[config.mk]
export PLATFORM = sky130hd
export DESIGN_NAME = music_player_seq
export DESIGN_NICKNAME = d
export VERILOG_FILES = /design/src/rtl/music_player_seq.sv
export SDC_FILE = /design/constraint.sdc
export NUM_CORES = 1
export LEC_CHECK = 0
export BUFFER_PORTS_ARGS = -buffer_cell sky130_fd_sc_hd__buf_2
export CAP_MARGIN = 20
export CORE_MARGIN = 1.5
export CORE_UTILIZATION = 35
export DETAILED_ROUTE_END_ITERATION = 8
export SYNTH_ARGS = -nofsm -noshare
export SYNTH_HDL_FRONTEND = slang
export SYNTH_SLANG_ARGS = --single-unit
[constraint.sdc]
create_clock -name clk -period 2.3 [get_ports clk]
set_clock_uncertainty 0.1 [all_clocks]
set_input_delay 0.115 -clock clk [delete_from_list [all_inputs] [get_ports clk]]
set_output_delay 0.115 -clock clk [all_outputs]
set_load 0.01 [all_outputs]
[src/rtl/music_player_seq.sv]
// music_player_seq
//   Song sequencer. It walks a song in music memory one 32-bit word at a time.
//   Each word is played for BEAT_CYCLES clocks as a note code. While a note is
//   playing, a square wave is generated whose half-period is
//   TONE_SCALE*(9-note) clocks.
//
// Ports
//   clk           sole clock, rising edge
//   rst           synchronous active-high reset
//   start         one-cycle request to play song song_sel (honoured in IDLE only)
//   stop          abort playback; takes priority over every other transition
//   song_sel      song index; the song base address is song_sel*0x200
//   memreq_val    memory request valid (FETCH state only)
//   memreq_addr   word-aligned byte address; 0 when no request is made
//   memresp_data  combinational memory response for memreq_addr
//   note          current note code (0 = rest); nonzero only while playing a word
//   note_val      high while a memory word is being played
//   playing       high in every state except IDLE
//   done          one-cycle pulse on natural song completion
//   audio_out     square-wave tone for the current note
module music_player_seq #(
   parameter int unsigned BEAT_CYCLES = 1000,
   parameter int unsigned TONE_SCALE  = 64
) (
   input  logic        clk,
   input  logic        rst,
   input  logic        start,
   input  logic        stop,
   input  logic [4:0]  song_sel,
   output logic        memreq_val,
   output logic [15:0] memreq_addr,
   input  logic [31:0] memresp_data,
   output logic [2:0]  note,
   output logic        note_val,
   output logic        playing,
   output logic        done,
   output logic        audio_out
);

   typedef enum logic [1:0] {
      S_IDLE  = 2'd0,
      S_FETCH = 2'd1,
      S_PLAY  = 2'd2,
      S_DONE  = 2'd3
   } state_t;

   state_t      r_state;
   state_t      w_next;

   logic [4:0]  r_song;
   logic [8:0]  r_offset;
   logic [19:0] r_beat;
   logic [2:0]  r_note;
   logic [15:0] r_tone;
   logic        r_audio;

   logic        w_song_end;
   logic        w_beat_done;
   logic        w_last_word;
   logic        w_start_ok;
   logic [2:0]  w_fetch_note;

   // Reload value for the tone half-period counter: TONE_SCALE*(9-n) - 1.
   function automatic logic [15:0] half_m1(input logic [2:0] n);
      int unsigned h;
      h = TONE_SCALE * (32'd9 - 32'(n));
      return 16'(h - 32'd1);
   endfunction

   always_comb begin
      w_song_end   = (memresp_data == 32'hFFFF_FFFF);
      // Only 0..7 are note codes; any other word plays as a rest.
      w_fetch_note = (memresp_data[31:3] == '0) ? memresp_data[2:0] : 3'd0;
      w_beat_done  = (r_beat == '0);
      w_last_word  = (r_offset == 9'h1FC);
      w_start_ok   = start && !stop;
   end

   // State register
   always_ff @(posedge clk) begin
      if (rst) begin
         r_state <= S_IDLE;
      end else begin
         r_state <= w_next;
      end
   end

   // Next state and state-decoded outputs
   always_comb begin
      w_next      = r_state;
      memreq_val  = 1'b0;
      memreq_addr = '0;
      note_val    = 1'b0;
      playing     = 1'b1;
      done        = 1'b0;
      case (r_state)
         S_IDLE: begin
            playing = 1'b0;
            if (w_start_ok) begin
               w_next = S_FETCH;
            end
         end
         S_FETCH: begin
            memreq_val = 1'b1;
            // The base is song*0x200 and the offset is below 0x200, so the sum
            // reduces to a concatenation.
            memreq_addr = {2'b00, r_song, r_offset};
            if (stop) begin
               w_next = S_IDLE;
            end else if (w_song_end) begin
               w_next = S_DONE;
            end else begin
               w_next = S_PLAY;
            end
         end
         S_PLAY: begin
            note_val = 1'b1;
            if (stop) begin
               w_next = S_IDLE;
            end else if (w_beat_done) begin
               w_next = w_last_word ? S_DONE : S_FETCH;
            end
         end
         S_DONE: begin
            done   = !stop;
            w_next = S_IDLE;
         end
         default: begin
            w_next = S_IDLE;
         end
      endcase
   end

   // Datapath: song latch, word offset, beat and tone counters.
   always_ff @(posedge clk) begin
      if (rst) begin
         r_song   <= '0;
         r_offset <= '0;
         r_beat   <= '0;
         r_note   <= '0;
         r_tone   <= '0;
         r_audio  <= 1'b0;
      end else begin
         case (r_state)
            S_IDLE: begin
               if (w_start_ok) begin
                  r_song   <= song_sel;
                  r_offset <= '0;
               end
            end
            S_FETCH: begin
               if (!stop && !w_song_end) begin
                  r_note  <= w_fetch_note;
                  r_beat  <= 20'(BEAT_CYCLES - 32'd1);
                  r_tone  <= half_m1(w_fetch_note);
                  r_audio <= 1'b0;
               end
            end
            S_PLAY: begin
               if (stop || w_beat_done) begin
                  // Leaving PLAY in any direction silences the output.
                  r_note  <= '0;
                  r_audio <= 1'b0;
                  if (!stop && !w_last_word) begin
                     r_offset <= r_offset + 9'd4;
                  end
               end else begin
                  r_beat <= r_beat - 20'd1;
                  if (r_note != 3'd0) begin
                     if (r_tone == '0) begin
                        r_audio <= ~r_audio;
                        r_tone  <= half_m1(r_note);
                     end else begin
                        r_tone <= r_tone - 16'd1;
                     end
                  end
               end
            end
            default: begin
               r_note  <= '0;
               r_audio <= 1'b0;
            end
         endcase
      end
   end

   assign note      = r_note;
   assign audio_out = r_audio;

endmodule

# After elaboration in Yosys (flattened, before gate mapping)
# Index checks and enable logic that the tools add are counted.
word_totals:
  regBits: 56
  inputBits: 41
  word_cells: 84
classes:
  add_sub_neg: 7
  n_eq_ne: 14
  muxes: 33
  bitwise: 2
  reduce_logical: 21
op_table:
  columns: ["operator", "n"]
  rows:
  - ["16-bit 2-to-1 mux", 4]
  - ["20-bit 2-to-1 mux", 2]
  - ["20-bit case mux with 2 select lines", 1]
  - ["32-bit equality test, second input constant", 1]
  - ["16-bit case mux with 2 select lines", 1]
  - ["29-bit logical NOT", 1]
  - ["9-bit 2-to-1 mux", 3]
  - ["11-bit by 2-bit subtractor with 12-bit output, second input constant", 2]
  - ["20-bit logical NOT", 1]
  - ["20-bit by 1-bit subtractor with 20-bit output, second input constant", 1]
  - ["9-bit case mux with 2 select lines", 1]
  - ["16-bit logical NOT", 1]
  - ["16-bit by 1-bit subtractor with 16-bit output, second input constant", 1]
  - ["14-bit 2-to-1 mux", 1]
  - ["2-bit != test, second input constant", 6]
  - ["4-bit AND reduction", 3]
  - ["2-bit 2-to-1 mux", 5]
  - ["4-bit by 3-bit subtractor with 5-bit output, first input constant", 2]
  - ["9-bit by 3-bit adder with 9-bit output, second input constant", 1]
  - ["9-bit equality test, second input constant", 1]
  - ["1-bit 2-to-1 mux", 9]
  - ["3-bit 2-to-1 mux", 3]
  - ["3-bit != test, second input constant", 3]
  - ["3-bit case mux with 3 select lines", 1]
  - ["other kinds (13)", 22]

# Logic depth before layout (Yosys ltp)
# Gate-level depths: netlist of run 1.
depth:
  word_depth: 6
  mapped_depth: 10
  ltp_nobuf: 10

# Worst setup path after synthesis of run 1
# No wires, ideal clock.
synth_path:
  kind: "input to register"
  startpoint: "input port memresp_data[10]"
  endpoint: "register r_tone[8]"
  setup_ps: 70
  t_arrival_ps: 1759
  slack_ps: 370
  path_stages: 9
  path_buffers: 0
  cell_sequence: "nor4_1 nand2_1 nor4_2 nand2_1 ha_1 xnor2_1 a21oi_1 o211ai_1 a21oi_1"
synth_via:
  elab_chain_cells: 6
synth_lines:
  columns: ["element", "line_no", "rtl"]
  rows:
  - ["start: declaration", "32", "input logic [31:0] memresp_data,"]
  - ["29-bit logical NOT", "73", "w_fetch_note = (memresp_data[31:3] == '0) ? memresp_data[2:0] : 3'd0;"]
  - ["3-bit 2-to-1 mux", "73", null]
  - ["4-bit by 3-bit subtractor with 5-bit output", "66", "h = TONE_SCALE * (32'd9 - 32'(n));"]
  - ["11-bit by 2-bit subtractor with 12-bit output", "67", "return 16'(h - 32'd1);"]
  - ["16-bit 2-to-1 mux", "152", "if (!stop && !w_song_end) begin"]
  - ["16-bit case mux with 2 select lines", "144", "case (r_state)"]
  - ["end signal: assignment", "155", "r_tone <= half_m1(w_fetch_note);"]
  - ["end signal: assignment", "172", "r_tone <= half_m1(r_note);"]
  - ["end signal: assignment", "174", "r_tone <= r_tone - 16'd1;"]
  - ["end: declaration", "54", "logic [15:0] r_tone;"]
# Several ways; a longest one is shown, not always the timed one. The select of a mux whose other input is x is not followed.
# A chain may end at the register's enable or synchronous reset.

# Worst setup path after layout of run 1
layout_path:
  startpoint: "register r_tone[11]"
  endpoint: "register r_tone[2]"
layout_via:
  elab_chain_cells: 5
layout_lines:
  columns: ["element", "line_no", "rtl"]
  rows:
  - ["16-bit logical NOT", "170", "if (r_tone == '0) begin"]
  - ["16-bit 2-to-1 mux", "170", null]
  - ["16-bit 2-to-1 mux", "169", "if (r_note != 3'd0) begin"]
  - ["16-bit 2-to-1 mux", "160", "if (stop || w_beat_done) begin"]
  - ["16-bit case mux with 2 select lines", "144", null]
# Every way passes these cells. The select of a mux whose other input is x is not followed.

==> results of run 1 <==
report_power, final:
part	switching [uW]	internal [uW]
sequential	24.5	957
clock	336	249
combinational	215	173
synth_stat cells (9+ instances only):
cell     count  share of area [%]
a21oi_1     22                3.4
and2_1      14                2.7
dfxtp_1     54                 34
ha_1        12                4.7
inv_1       11                1.3
nand2_1     26                3.0
nand4_1     13                2.5
nor2_1      52                6.1
nor3_1      14                2.2
nor4_1      15                2.9
o21ai_0      9                1.4
xnor2_1      9                2.5
xor2_1      18                4.9
layout make-up:
class	count	area, um2	area share, %
multi-input cells	304	2020	51.2
inverters	12	45.0	1.14
repair buffers	93	563	14.3
clock buffers	6	82.6	2.10
flip-flops and latches	54	1080	27.4
clock inverters	2	16.3	0.413
well taps	108	135	3.43
per-layer routing:
| layer | global-route usage [%] | up-vias | routed length [um] |
|---|---|---|---|
| li1 | - | 1566 | - |
| met1 | 22.7 | 1437 | 3880 |
| met2 | 28.4 | 84 | 3720 |
| met3 | 3.55 | 7 | 381 |
| met4 | 3.41 | 0 | 55 |
| met5 | 0 | - | 0 |
what timing repair did:
item / in CTS / in global routing
hold buffers: 6 / 0
endpoints found under the setup margin: 0 / 22
hold endpoints to repair: 6 / 0
gates resized for setup: 0 / 5
metrics by stage:
step | cells | total power (uW) | utilization [%] | setup slack (ps) | area, um2
after floorplan | 387 | 1240 | - | 370 | 3210
after global placement | 565 | 1370 | 42.7 | 47.3 | 3760
after detailed placement | 565 | 1380 | 42.7 | 17.5 | 3760
after CTS | 579 | 1970 | 44.5 | 6.91 | 3920
after global routing | 579 | 2060 | 44.8 | 16.0 | 3940
final | 579 | 1950 | 44.8 | 188 | 3940
registers in the layout, indices dropped and copies added (netlist names):
signal,cells
r_beat,20
r_tone,16
r_offset,7
r_song,5
note,3
r_state,2
audio_out,1
path summary, 6_finish.rpt:
path / startpoint / end / cells after the start
hold / removal: rst / r_tone[4] / 4
setup reg to reg: r_tone[11] / r_tone[2] / 7
setup / recovery: r_tone[11] / r_tone[2] / 7
hold reg to reg: note[1] / note[1] / 2
worst reg2reg max path, stage by stage (launching register included):
cell and delay [ps]:
dfxtp_1 380, nor4_2 470, nand4_2 180, buf_4 200, nand2_1 220, nor3_1 90, a311oi_1 260, o21a_1 150
cells in the final DEF, fill, tap and decap left out, types with 7 or more instances in the layout:
cell       n
nor3_1    14
xnor2_1    9
buf_4     27
a311oi_1   8
o21ai_0    9
a21oi_1   22
nand2_1   26
dfxtp_1   54
nor2_1    51
inv_1     11
nand3_1    8
nor4_1    15
ha_1      12
xor2_1    18
buf_2     60
and2_1    14
nand4_1   13
or3_1      7
cell families (layout without fill, tap and decap cells):
family,after synthesis,after routing,synth area share [%]
simple gates,181,181,32.0
flops,54,54,33.8
compound gates,74,74,15.9
xor+xnor,27,27,7.39
other cells,1,4,0.117
fa+ha+maj,12,12,4.69
mux,6,6,1.88
buf+inv,29,113,4.26
==> flow_metrics.env, run 1 <==
export IMPL_clk_pin_slew_ps=100
export IMPL_critical_path_startpoint_type="flip-flop"
export IMPL_grt_overflow=0
export IMPL_hpwl_um=5930
export IMPL_worst_path_dominant_cell_family="simple AND/OR/NAND/NOR gates"
export IMPL_power_density_nw_per_um2=496
export IMPL_vias=3094
export IMPL_antenna_cells=0
export IMPL_h_tree_depth=2
export IMPL_cpMaxStageDelayCell="nor4_2"
export IMPL_power_leakage_uw=0.00160
export IMPL_critical_path_max_stage_delay_ps=470
export IMPL_crit_type="reg2reg"
export IMPL_cp_arrival_ps=2280
export IMPL_finalSetupTns_ps=0
export IMPL_whs_ps=58.6
export IMPL_rsz0062_at_grt="no"
export IMPL_routedWlPerCell_um=13.9
export IMPL_ios=65
export IMPL_seq_area_frac_synth_pct=33.8
export IMPL_async_reset_ff_share_pct=0
export IMPL_drc_errors=0
export IMPL_vdd_drop_max_mv=0.218
export IMPL_drt_initial_drc_count=141
export IMPL_grt_pass1_vias=3033
export IMPL_die_y_um=98.6
export IMPL_clkSinkCount=54
export IMPL_cts_buffers=5
export IMPL_antenna_found_initial=0
export IMPL_end_kind="flip-flop"
export IMPL_drive_gt1_share_pct=25.3
export IMPL_globalplace_congestion=0.794
export IMPL_timing_fmax_mhz=473
export IMPL_synth_edf_count=0
export IMPL_die_area_um2=9730
export IMPL_cts_root_buffer="clkbuf_8"
export IMPL_finalCriticalPeriod_ps=2110
export IMPL_hold_viol=0
export IMPL_drv_cap=0
export IMPL_synth_cell_type_count=61
export IMPL_layout_nets=523
export IMPL_initial_core_util_pct=36.3
export IMPL_grt_pass1_wl_um=13700
export IMPL_synth_area_per_cell_um2=8.33
export IMPL_ant_nets=0
export IMPL_cts_tree="done"
export IMPL_drtPass1Iterations=6
export IMPL_status="finished clean"
export IMPL_rows=34
export IMPL_path_cells="nor4_2, nand4_2, buf_4, nand2_1, nor3_1, a311oi_1, o21a_1"
export IMPL_clockBufferDepth=2
export IMPL_io_buffers=60
export IMPL_grt_max_degree=35
export IMPL_core_um2=8810
export IMPL_syn_area_um2=3200
export IMPL_r2r_setup_slack_ps=190
export IMPL_synth_cells=384
export IMPL_drv_slew=0
export IMPL_nFillCells=880
export IMPL_final_setup_viol_count=0
export IMPL_grtUsageTotal_pct=16.9
export IMPL_wl_um=8030
export IMPL_hold_path_class="in2reg"
export IMPL_critPathMaxFanout=8
export IMPL_cp_num_buf_inv=1
export IMPL_cts_setup_buffers=0
export IMPL_clock_latency_ps=320
export IMPL_viasPerCell=5.34
export IMPL_ys_flop_type="dfxtp_1"
export IMPL_post_route_period_util_pct=91.8
export IMPL_areaGrowthSynthToFinish_pct=23.1
export IMPL_cp_required_ps=2470
export IMPL_yosys_warnings=0
export IMPL_ys_ff_latch=54
export IMPL_die_x_um=98.6
(Power assumes the default switching activity.)
==> run 2: changes to the inputs <==
MAX_ROUTING_LAYER = met4   (was not set)
==> run 2 against run 1 <==
The flow now finishes with violations (design-rule violations). Sequential power hardly changed. Power is essentially flat. Routed wire length hardly changed. Worst hold slack better by 1.3 ps. Cell count stayed put. Clock power barely moved. Combinational power hardly changed. Sequential share of layout area unchanged. Flip-flop and latch count stayed put. Clock-buffer cell count stayed put.
==> flow_metrics.env, run 2 (synthesis gave the netlist of run 1 again) <==
export IMPL_status="complete, but fails checks"
export IMPL_grt_max_degree=35
export IMPL_clockBufferDepth=2
export IMPL_whs_ps=59.9
export IMPL_hold_path_class="in2reg"
export IMPL_r2r_cells=7
export IMPL_layout_commonest_cell="buf_2"
export IMPL_cts_setup_buffers=0
export IMPL_vias=3088
export IMPL_vdd_drop_max_mv=0.218
export IMPL_post_dp_cell_area_um2=3760
export IMPL_post_place_cells=565
export IMPL_path_cells="nor4_2, nand4_2, buf_4, nand2_1, nor3_1, a311oi_1, o21a_1"
export IMPL_clock_latency_ps=320
export IMPL_crit_end="r_tone[2]"
export IMPL_cp_depth=7
export IMPL_critPathMaxFanout=8
export IMPL_grt_overflow=0
export IMPL_rsz0062_at_grt="no"
export IMPL_antenna_found_initial=0
export IMPL_drc_errors=5
export IMPL_finalSetupTns_ps=0
export IMPL_h_tree_depth=2
export IMPL_critical_path_max_stage_delay_ps=480
export IMPL_finalCriticalPeriod_ps=2120
export IMPL_p_switching_uw=573
export IMPL_regMostFlops="r_beat"
export IMPL_die_area_um2=9730
export IMPL_largest_register_ffs=20
export IMPL_cp_required_ps=2470
export IMPL_hpwl_um=5930
export IMPL_power_share_clock_pct=29.8
export IMPL_power_leakage_uw=0.00160
export IMPL_grtUsageTotal_pct=17.4
export IMPL_final_cell_mix="buf_2, dfxtp_1, nor2_1"
export IMPL_largestRegisters="r_beat x20, r_tone x16, r_offset x7"
export IMPL_final_setup_viol_count=0
export IMPL_startpoint="r_tone[11]"
export IMPL_r2r_end="r_tone[2]"
export IMPL_critical_path_startpoint_type="flip-flop"
export IMPL_cts_root_buffer="clkbuf_8"
export IMPL_fin_util_pct=44.8
export IMPL_drive_gt1_share_pct=25.3
export IMPL_globalplace_congestion=0.805
export IMPL_pwr_share_comb_pct=19.9
export IMPL_r2r_setup_slack_ps=180
export IMPL_cts_tree="done"
export IMPL_seq_power_share_pct=50.3
export IMPL_cpMaxStageDelayCell="nor4_2"
export IMPL_core_um2=8810
export IMPL_p_int_uw=1380
export IMPL_crit_type="reg2reg"
export IMPL_grt_pass1_vias=3034
export IMPL_drtPass1Iterations=9
export IMPL_cts_buffers=5
export IMPL_routedWlPerCell_um=13.9
export IMPL_drv_slew=0
export IMPL_hold_viol=0
export IMPL_nFillCells=880
export IMPL_ant_nets=0
export IMPL_swShare_pct=29.4
export IMPL_rows=34
export IMPL_layout_nets=523
export IMPL_io_buffers=60
export IMPL_post_route_period_util_pct=92.1
export IMPL_timing_fmax_mhz=472
export IMPL_clk_pin_slew_ps=100
export IMPL_cp_num_buf_inv=1
export IMPL_end_kind="flip-flop"
export IMPL_areaGrowthSynthToFinish_pct=23.1
export IMPL_initial_core_util_pct=36.3
export IMPL_drv_cap=0
export IMPL_power_density_nw_per_um2=495
export IMPL_die_y_um=98.6
export IMPL_reg2reg_from="r_tone[11]"
export IMPL_viasPerCell=5.33
export IMPL_antenna_cells=0
export IMPL_layout_cells_non_filler=579
export IMPL_clkSinkCount=54
export IMPL_die_x_um=98.6
export IMPL_worst_path_dominant_cell_family="simple AND/OR/NAND/NOR gates"
export IMPL_drt_initial_drc_count=158
export IMPL_cp_arrival_ps=2290
export IMPL_grt_pass1_wl_um=13600
export IMPL_wl_um=8040
export IMPL_violations="design-rule violations"
export IMPL_design_area_um2=3940
export IMPL_ios=65
run 2: cell counts in the layout (fill, tap and decap cells not counted):
Identical to the previous run, type by type.
run 2: metal layers:
metal  global-route usage (%)  up-vias  part of all wire [%]  routed length [um]
li1                         -     1564                     -                   -
met2                     28.4       79                    46                3710
met4                     3.41        0                  0.60                  48
met5                        -        -                     0                   0
met1                     22.7     1438                    49                3920
met3                     3.55        7                   4.5                 362
run 2: through the flow:
stage	setup slack, ps	total power (uW)
finish	181	1950
global placement	47.3	1370
floorplan	370	1240
detailed placement	17.5	1380
CTS	6.91	1970
global route	15.8	2060
run 2: worst min path at each step:
stage / to / slack (ps) / depth (start not counted) / startpoint
2_1_floorplan: r_song[0] / 160 / 2 / song_sel[0]
3_3_place_gp: r_song[3] / 250 / 3 / song_sel[3]
3_5_place_dp: r_song[4] / 280 / 3 / song_sel[4]
4_1_cts: r_tone[4] / 40 / 4 / rst
5_1_grt: r_tone[4] / 50 / 4 / rst
6_report: r_tone[4] / 60 / 4 / rst
run 2: worst min-delay path: stages:
cell and delay, ps:
buf_2 100, inv_1 90, o31ai_1 80, a311oi_1 50
run 2: final cells by class:
cell class | instances | area [um2] | area share [%]
Timing Repair Buffer | 93 | 563 | 14.3
Clock buffer | 6 | 82.6 | 2.10
Tap cell | 108 | 135 | 3.43
Multi-Input combinational cell | 304 | 2020 | 51.2
Clock inverter | 2 | 16.3 | 0.413
Inverter | 12 | 45.0 | 1.14
Sequential cell | 54 | 1080 | 27.4
run 2: timing repair:
action	CTS	global route
hold buffers	6	0
gates resized for setup	0	5
setup endpoints to repair	0	22
endpoints found under the hold margin	6	0
run 2: power groups by stage:
| stage | clock network, uW | registers (uW) | logic, uW |
|---|---|---|---|
| 3_3_place_gp | 0 | 1000 | 369 |
| 6_report | 582 | 981 | 388 |
| 2_1_floorplan | 0 | 997 | 241 |
| 3_5_place_dp | 0 | 1000 | 375 |
| 4_1_cts | 607 | 981 | 384 |
| 5_1_grt | 642 | 985 | 431 |
==> run 3: changes to the inputs <==
BUFFER_PORTS_ARGS = not set   (was -buffer_cell sky130_fd_sc_hd__buf_2)
DONT_BUFFER_PORTS = 1   (was not set)
SLEW_MARGIN = 20   (was not set)
==> run 3 against run 2 <==
The flow still finishes with violations (design-rule violations). Global-route usage shrank 0.48 points. Die area unchanged. Clock power up 19%. Routed wire length down 1.3%. Core utilization down 2.9 points. Maximum frequency decreased by 3.9%. Setup slack got worse by 86 ps. Sequential share of layout area up 1.9 points. Critical path depth is the same. Power grew 2.9%.
==> flow_metrics.env, run 3 (synthesis gave the netlist of run 1 again) <==
export IMPL_violations="design-rule violations"
export IMPL_cts_root_buffer="clkbuf_8"
export IMPL_clockBufferDepth=2
export IMPL_dp_slack_ps=3.85
export IMPL_hold_viol=0
export IMPL_areaGrowthSynthToFinish_pct=15.2
export IMPL_layout_nets=462
export IMPL_post_place_cells=499
export IMPL_clkSinkCount=54
export IMPL_whs_ps=6.08
export IMPL_path_cells="buf_4, or2_2, nor3b_2, buf_6, mux2i_2, nor2_1, dlygate4sd3_1"
export IMPL_hpwl_um=5660
export IMPL_power_density_nw_per_um2=545
export IMPL_vdd_drop_max_mv=0.310
export IMPL_drv_slew=0
export IMPL_routedWlPerCell_um=15.3
export IMPL_die_x_um=98.6
export IMPL_layout_commonest_cell="dfxtp_1"
export IMPL_wl_um=7930
export IMPL_drt_initial_drc_count=170
export IMPL_finalSetupTns_ps=0
export IMPL_finalCriticalPeriod_ps=2200
export IMPL_clock_latency_ps=320
export IMPL_post_route_period_util_pct=95.8
export IMPL_rows=34
export IMPL_cpMaxStageDelayCell="dlygate4sd3_1"
export IMPL_drc_errors=5
export IMPL_hold_path_class="in2reg"
export IMPL_die_y_um=98.6
export IMPL_grt_pass1_wl_um=13100
export IMPL_cts_tree="done"
export IMPL_core_um2=8810
export IMPL_worst_path_dominant_cell_family="buffers and inverters"
export IMPL_viasPerCell=5.62
export IMPL_die_area_um2=9730
export IMPL_cp_arrival_ps=2320
export IMPL_critical_path_startpoint_type="flip-flop"
export IMPL_cp_num_buf_inv=3
export IMPL_cts_buffers=5
export IMPL_critPathMaxFanout=7
export IMPL_rsz0062_at_grt="no"
export IMPL_grtUsageTotal_pct=16.9
export IMPL_ant_nets=0
export IMPL_antenna_found_initial=0
export IMPL_globalplace_congestion=0.801
export IMPL_final_cell_mix="dfxtp_1, nor2_1, nand2_1"
export IMPL_power_leakage_uw=0.00135
export IMPL_cp_required_ps=2420
export IMPL_grt_pass1_vias=2796
export IMPL_initial_core_util_pct=36.3
export IMPL_critical_path_max_stage_delay_ps=550
export IMPL_final_setup_viol_count=0
export IMPL_antenna_cells=0
export IMPL_vias=2909
export IMPL_layout_cells_non_filler=518
export IMPL_clk_pin_slew_ps=100
export IMPL_fin_ws_ps=95.5
export IMPL_crit_type="reg2reg"
export IMPL_cts_setup_buffers=0
export IMPL_ios=65
export IMPL_grt_max_degree=35
export IMPL_regMostFlops="r_beat"
export IMPL_drv_cap=0
export IMPL_status="complete, but fails checks"
export IMPL_largestRegisters="r_beat x20, r_tone x16, r_offset x7"
export IMPL_drive_gt1_share_pct=13.4
export IMPL_largest_register_ffs=20
export IMPL_grt_overflow=0
export IMPL_io_buffers=0
export IMPL_drtPass1Iterations=9
export IMPL_end_kind="flip-flop"
export IMPL_timing_fmax_mhz=454
export IMPL_h_tree_depth=2
run 3: cell type report:
| class | count | area (um2) |
|---|---|---|
| Clock buffer | 6 | 82.6 |
| Clock inverter | 2 | 38.8 |
| Fill cell | 881 | 5120 |
| Inverter | 12 | 45.0 |
| Multi-Input combinational cell | 304 | 2020 |
| Sequential cell | 54 | 1080 |
| Tap cell | 108 | 135 |
| Timing Repair Buffer | 32 | 282 |
run 3: what timing repair did:
item,CTS,global route
endpoints found under the setup margin,2,12
endpoints found under the hold margin,41,0
gates resized for setup,1,6
pin swaps,0,0
hold buffers,11,0
run 3: metrics by stage:
stage,area (um2),total power [uW],utilization [%]
after global placement,3410,1290,38.8
after global routing,3690,2100,41.9
final,3690,2010,41.9
after CTS,3660,2010,41.5
after floorplan,3210,1240,-
after detailed placement,3410,1300,38.8
run 3: tightest hold or removal path: stages:
cell	delay, ps
nand2_1	80
or3_1	120
a21oi_1	60
run 3: worst paths after layout:
path / slack, ps / start / cells after the start / endpoint
setup / recovery: 100 / r_state[0] / 7 / r_song[1]
hold / removal: 6 / memresp_data[2] / 3 / note[2]
setup reg to reg: 100 / r_state[0] / 7 / r_song[1]
hold reg to reg: 390 / r_tone[10] / 2 / r_tone[10]
run 3: power breakdown:
group / switching [uW] / total (uW) / leakage (uW) / internal, uW
registers: 26.2 / 983 / 0.000437 / 957
clock network: 336 / 694 / 0.0000618 / 359
logic: 193 / 331 / 0.000849 / 138
run 3: per-layer routing:
| metal | GRT usage [%] | up-vias | part of all wire, % |
|---|---|---|---|
| li1 | - | 1437 | - |
| met1 | 21.5 | 1383 | 47 |
| met2 | 27.0 | 80 | 46 |
| met3 | 4.68 | 9 | 6.3 |
| met4 | 3.85 | 0 | 0.92 |
| met5 | - | - | 0 |
